==> src/rtl/pipe_wb_regfile.sv <==
// pipe_wb_regfile: writeback stage and architectural register file.
//   Selects the writeback data from the MEM/WB staged values, commits it to a
//   32-entry register file (x0 hardwired to zero), serves two combinational read
//   ports to ID, and counts committed register writes.
// Optional feature (macro WB_RF_BYPASS_EN): write-through bypass on the read ports.
// Ports:
//   clk, rst                 clock, synchronous active-high reset
//   wb_alu_out/dmem_out/pc4/rs_data_out  writeback data sources
//   wb_rf_waddr/wena/mux_sel destination index, write enable, source select
//   id_raddr1/2, id_rdata1/2 read port indices and data
//   wb_wdata                 selected writeback data (for forwarding)
//   rf_write_cnt             number of committed register writes (wraps)
module pipe_wb_regfile #(
  parameter int unsigned DATA_W = 32,
  parameter int unsigned CNT_W  = 32
) (
  input  logic              clk,
  input  logic              rst,
  input  logic [DATA_W-1:0] wb_alu_out,
  input  logic [DATA_W-1:0] wb_dmem_out,
  input  logic [DATA_W-1:0] wb_pc4,
  input  logic [DATA_W-1:0] wb_rs_data_out,
  input  logic [4:0]        wb_rf_waddr,
  input  logic              wb_rf_wena,
  input  logic [2:0]        wb_rf_mux_sel,
  input  logic [4:0]        id_raddr1,
  input  logic [4:0]        id_raddr2,
  output logic [DATA_W-1:0] id_rdata1,
  output logic [DATA_W-1:0] id_rdata2,
  output logic [DATA_W-1:0] wb_wdata,
  output logic [CNT_W-1:0]  rf_write_cnt
);

  logic [DATA_W-1:0] regs_q [32];
  logic [DATA_W-1:0] regs_d [32];
  logic [CNT_W-1:0]  cnt_q, cnt_d;
  logic              wr_valid;

  // Reserved selects fall back to the ALU result so the output is always defined.
  always_comb begin
    case (wb_rf_mux_sel)
      3'd1:    wb_wdata = wb_dmem_out;
      3'd2:    wb_wdata = wb_pc4;
      3'd3:    wb_wdata = wb_rs_data_out;
      default: wb_wdata = wb_alu_out;
    endcase
  end

  // Write request ignoring reset; reused by the bypass path, which stays live in reset.
  assign wr_valid = wb_rf_wena && (wb_rf_waddr != 5'd0);

  always_comb begin
    regs_d = regs_q;
    cnt_d  = cnt_q;
    if (rst) begin
      for (int i = 0; i < 32; i++) begin
        regs_d[i] = '0;
      end
      cnt_d = '0;
    end else if (wr_valid) begin
      regs_d[wb_rf_waddr] = wb_wdata;
      cnt_d               = cnt_q + CNT_W'(1);
    end
    regs_d[0] = '0;
  end

  always_ff @(posedge clk) begin
    regs_q <= regs_d;
    cnt_q  <= cnt_d;
  end

  always_comb begin
    id_rdata1 = (id_raddr1 == 5'd0) ? '0 : regs_q[id_raddr1];
    id_rdata2 = (id_raddr2 == 5'd0) ? '0 : regs_q[id_raddr2];
`ifdef WB_RF_BYPASS_EN
    // wr_valid already excludes index 0, so x0 is never bypassed.
    if (wr_valid && (id_raddr1 == wb_rf_waddr)) id_rdata1 = wb_wdata;
    if (wr_valid && (id_raddr2 == wb_rf_waddr)) id_rdata2 = wb_wdata;
`endif
  end

  assign rf_write_cnt = cnt_q;

endmodule

==> config.mk <==
export PLATFORM = sky130hd
export DESIGN_NAME = pipe_wb_regfile
export DESIGN_NICKNAME = d
export VERILOG_FILES = /design/src/rtl/pipe_wb_regfile.sv
export SDC_FILE = /design/constraint.sdc
export NUM_CORES = 2
export LEC_CHECK = 0
export BUFFER_PORTS_ARGS = -buffer_cell sky130_fd_sc_hd__buf_4
export CORE_MARGIN = 3
export CORE_UTILIZATION = 35
export DETAILED_ROUTE_END_ITERATION = 6
export PLACE_DENSITY = 0.5
export REMOVE_ABC_BUFFERS = 1
export SETUP_SLACK_MARGIN = 0.5
export SKIP_LAST_GASP = 1
export SYNTH_ARGS = -nofsm -noshare
export SYNTH_HDL_FRONTEND = slang
export SYNTH_SLANG_ARGS = --single-unit
==> constraint.sdc <==
create_clock -name clk -period 5.6 [get_ports clk]
set_input_delay 0.56 -clock clk [delete_from_list [all_inputs] [get_ports clk]]
set_output_delay 0.56 -clock clk [all_outputs]
set_load 0.01 [all_outputs]
* Yosys cells after proc, flatten, opt, wreduce, memory -nomap -nowiden *
Cells that the tools add are included.

storage, ports and cells
  flip-flop bits (word level) = 1024
  memories kept = 0
  bits in latches = 0
  ROM bits = 0
  input bits = 149
  word-level logic and storage cells = 60
  RAM bits = 0

operators by class
  mux-type cells = 12
  $mul = 0
  bitwise logic cells = 3
  add/sub/neg operators = 1
  divide/modulo/power cells = 0
  equal/unequal tests = 3
  $lt $le $gt $ge = 4
  shifts and indexed selects = 0
  reductions and logical operators = 5

operators by type and width
  kind                   count
  $bwmux 1024            1
  $bmux 32 s5            2
  $mux 32                7
  $demux 32 s5           1
  $pmux 32 s3            1
  $add 32x1->32 const B  1
  $ge 6x6->1 const B     3
  $not 5->6              3
  $logic_not 5->1        2
  $eq 3x2->1 const B     2
  $lt 6x1->1 const B     1
  $reduce_bool 5->1      1
  $eq 3x1->1 const B     1
  $logic_and 1x1->1      2

* Depth between registers and ports, before layout *
  depth in word-level cells = 6
  mapped depth = 8
  mapped depth without buffers = 5

* Least setup slack after synthesis *
No wires, ideal clock.

  kind = input to output
  from = in id_raddr1[1]
  to = out id_rdata1[11]
  setup slack = 2.974 ns
  path buffers = 3
  required time = 5.040 ns
  stages = 7
  data arrival time = 2.066 ns
  cell sequence = buf_2 buf_2 buf_1 mux4_2 mux2i_1 nor2_1 a211o_1

on the way
  word-level cells in the longest chain between the ends = 5

ends and longest elaborated chain
  element                                     line  RTL
  start: declaration                          26    input logic [4:0] id_raddr1,
  $not 5->6 (implied by the code)             73    id_rdata1 = (id_raddr1 == 5'd0) ? '0 : regs_q[id_raddr1];
  $bmux 32 s5                                 73
  $mux 32 (implied by the code) (2 in a row)  73
  $mux 32 *                                   73
  end: declaration                            28    output logic [DATA_W-1:0] id_rdata1,

Mark *: on every way between the ends. The rest lies on a longest branch, timed or not. The select of a mux whose other input is x is not followed.

* Worst setup path in the final report *
  from = in id_raddr1[3]
  to = out id_rdata1[26]

The elaborated chain is that of the path after synthesis.

==> results.md <==
- Status: finished clean
- Post-synthesis register bit count: 1024
- Post-synth top flop: dfxtp_1
- GRT overflow: 0
- CP max FO: 26
- Clock tree buffer depth: 3
- Detailed Route WL: 254 mm
- Placed cells: 7993
- Pwr Density: 278 nW/um^2
- Via density: 6.34
- Setup Buffers After CTS: 0
- Netlist cell types: 55
- GRT Total Usage: 0.303
- Asr flop ratio synth: 0
- Reg2Reg Launch Point: rf_write_cnt[12]
- Final TNS setup: 0 ns
- H-Tree Level Count: 3
- Synth area leader: dfxtp_1
- Total power: 17400 uW
- Register area share after synthesis: 0.373
- Avg Cell Area, Syn: between 8 and 9 um^2
- First-pass GRT wire length: ~360 mm
- Final min period: approximately 4.1 ns
- Switch Pwr: 4760 uW
- CTS tree: done
- Final worst-path cycle share: 0.724
- Hold_buf cts: 0
- Hold violation count in the final report: 0
- Post-synthesis cell count: a little over 6000
- # rows: about 140
- Clk_skew: 0.0309 ns
- Switching Share: 0.273
- Worst vdd ir: 251 uV
- Die area: 162000 um^2
- Comb pwr share: 0.112
- Non-Filler Instances: 8217
- Clock slew at reported path FFs: 0.05 ns
- Fin. max-slew vios: 0
- R2R setup slack: 3.19 ns
- HP Start: wb_rf_wena
- Clock power frac: 0.463
- Worst min-delay path class: input pin to register
- Fin Hold WS: 0.275 ns
- DRC: 0
- RSZ-0062 raised after global routing: false
- Share of layout cells above drive strength 1: 0.208
- Syn Std Cell Area: 54900 um^2
- Req. time, crit path: 5.04 ns
- CP startpoint kind: input pin
- Initial Utilization: 0.354
- Routability cong.: 0.859
- Drt first pass iters: 7
- Syn. warnings: 0
- Setup crit end kind: output pin
- Largest net degree at the start of global routing: 193
- Max-slew headroom: 0.0711
- Leakage: 0.0204 uW
- Post-place setup slack: roughly 1.7 ns
- Nets: 6220
- TritonCTS buffer count: 119
- Fmax: 246 MHz
- Area growth, synth to finish: 14.1%
- Avg WL per Cell: 30.9 um
- Final worst setup slack: between 1.5 and 2 ns
- HPWL Detailed: 148 mm
- Via Count: 52100
- Int Pwr: around 13000 uW
- CP Class: input pin to output pin
- Synth top area share: 0.373
- Antenna-violating nets left: 0
- R2R depth: 4
- MaxCap Viol Count: 0
- Initial antenna violation count: 4
- Worst Tran Pin Value: between 1 and 1.5 ns
- Clk sink count: 1024
- PortBufs: 276
- Post-synth EDFFs: 0
- Root Driver: clkbuf_16
- Setup violators final: 0
- Top cells by area, synth: dfxtp_1 37%, mux4_2 18%, a21oi_1 9.6%
- Sequential share of power: 0.424
- CP arrival: ~3.5 ns
- I/O pin total: 277
- CTS resizes: 0
- Clock latency on the worst-skew pair: 0.76 ns
- Hold Crit Depth: 4
- Vias in the first global route: 49300
- Die H: ~400 um
- Core box area: 155000 um^2
- Fillers: 15400
- Die Width: 402 um
- 1st-iter DRT viols: 6720
- CP startpoint: id_raddr1[3]
==> synthesized netlist by cell type, types with 5 or more instances <==
cell	n
buf_2	149
o221ai_1	39
nand3_1	1005
nor3_1	8
o21ai_0	24
nand2_1	1041
clkbuf_1	506
a211o_1	18
a21oi_1	1055
nor2b_1	44
mux2_2	63
inv_1	6
or3_1	9
a211oi_1	16
nand4_1	8
buf_6	10
nor2_1	132
o21bai_1	32
and3b_1	5
a2111o_1	33
mux4_2	434
nand3b_1	7
and2_1	34
a221o_1	24
o2bb2ai_1	7
or4_1	15
o31ai_1	15
o22ai_1	42
a221oi_1	39
nand2b_1	6
mux2i_1	205
nor3b_1	36
dfxtp_1	1024
a22oi_1	17
and4_1	5
buf_1	16
o31a_1	8
buf_4	35
==> flip-flops by register name (all words and copies together), names as in the netlist <==
register	flops
regs_q	992
rf_write_cnt	32
==> cells by family after synthesis <==
| family | share of synthesized area |
|---|---|
| muxes | 0.229 |
| AOI/OAI and AO/OA | 0.144 |
| adders and majority gates | 0.000228 |
| DFF | 0.373 |
| buffers and inverters | 0.0574 |
| xor gates and xnor gates | 0.00128 |
| and+or+nand+nor | 0.195 |
==> path summary, 6_finish.rpt <==
kind | end
max reg2reg | rf_write_cnt[27]
min | rf_write_cnt[6]
min reg2reg | regs_q[374]
max | id_rdata1[26]
==> power by group through the flow <==
stage                     Clock [uW]  Sequential [uW]  Combinational [uW]
after CTS                       8150             7400                1930
after global routing            8420             7400                2040
after global placement             0             7550                1920
after floorplan                    0             7540                 751
final                           8080             7400                1960
after detailed placement           0             7560                1920
==> area by class of cell <==
cell class	count	area [um^2]	share of cell area
Inverter	7	26.3	0.000419
Timing Repair Buffer	463	3700	0.0590
Antenna cell	5	12.5	0.000200
Multi-Input combinational cell	4455	31900	0.509
Clock inverter	34	402	0.00641
Clock buffer	185	3570	0.0570
Sequential cell	1024	20500	0.327
Tap cell	2044	2560	0.0408
==> layer usage <==
| metal | track usage | part of all wire |
|---|---|---|
| met1 | 0.407 | 0.40 |
| met2 | 0.465 | 0.45 |
| met3 | 0.0562 | 0.095 |
| met4 | 0.152 | 0.056 |
| met5 | 0 | 0.00011 |
==> metrics by stage <==
step | area [um^2] | utilization
floorplan | 51800 | -
global placement | 58700 | 0.379
detailed placement | 58700 | 0.379
CTS | 62600 | 0.404
global route | 62600 | 0.404
finish | 62600 | 0.404
==> cell usage in the layout, fill, tap and decap left out, drive strengths merged, types with 25 or more instances in the layout <==
cell / count
mux2i: 205
mux4: 434
a2111o: 33
nand2: 1041
o221ai: 39
o22ai: 42
nor2b: 44
o21ai: 25
nor2: 132
clkbuf: 186
nor3b: 36
a221oi: 39
and2: 35
nand3: 1005
o21bai: 32
a21oi: 1055
mux2: 64
buf: 462
dfxtp: 1024
==> critical path, cell delays in order <==
cell	delay, ns
buf_4	0.29
nand3b_1	0.86
buf_4	0.36
o22ai_1	0.11
a211oi_1	1.01
buf_4	0.27
No activity file was read; power rests on OpenSTA's default activity.
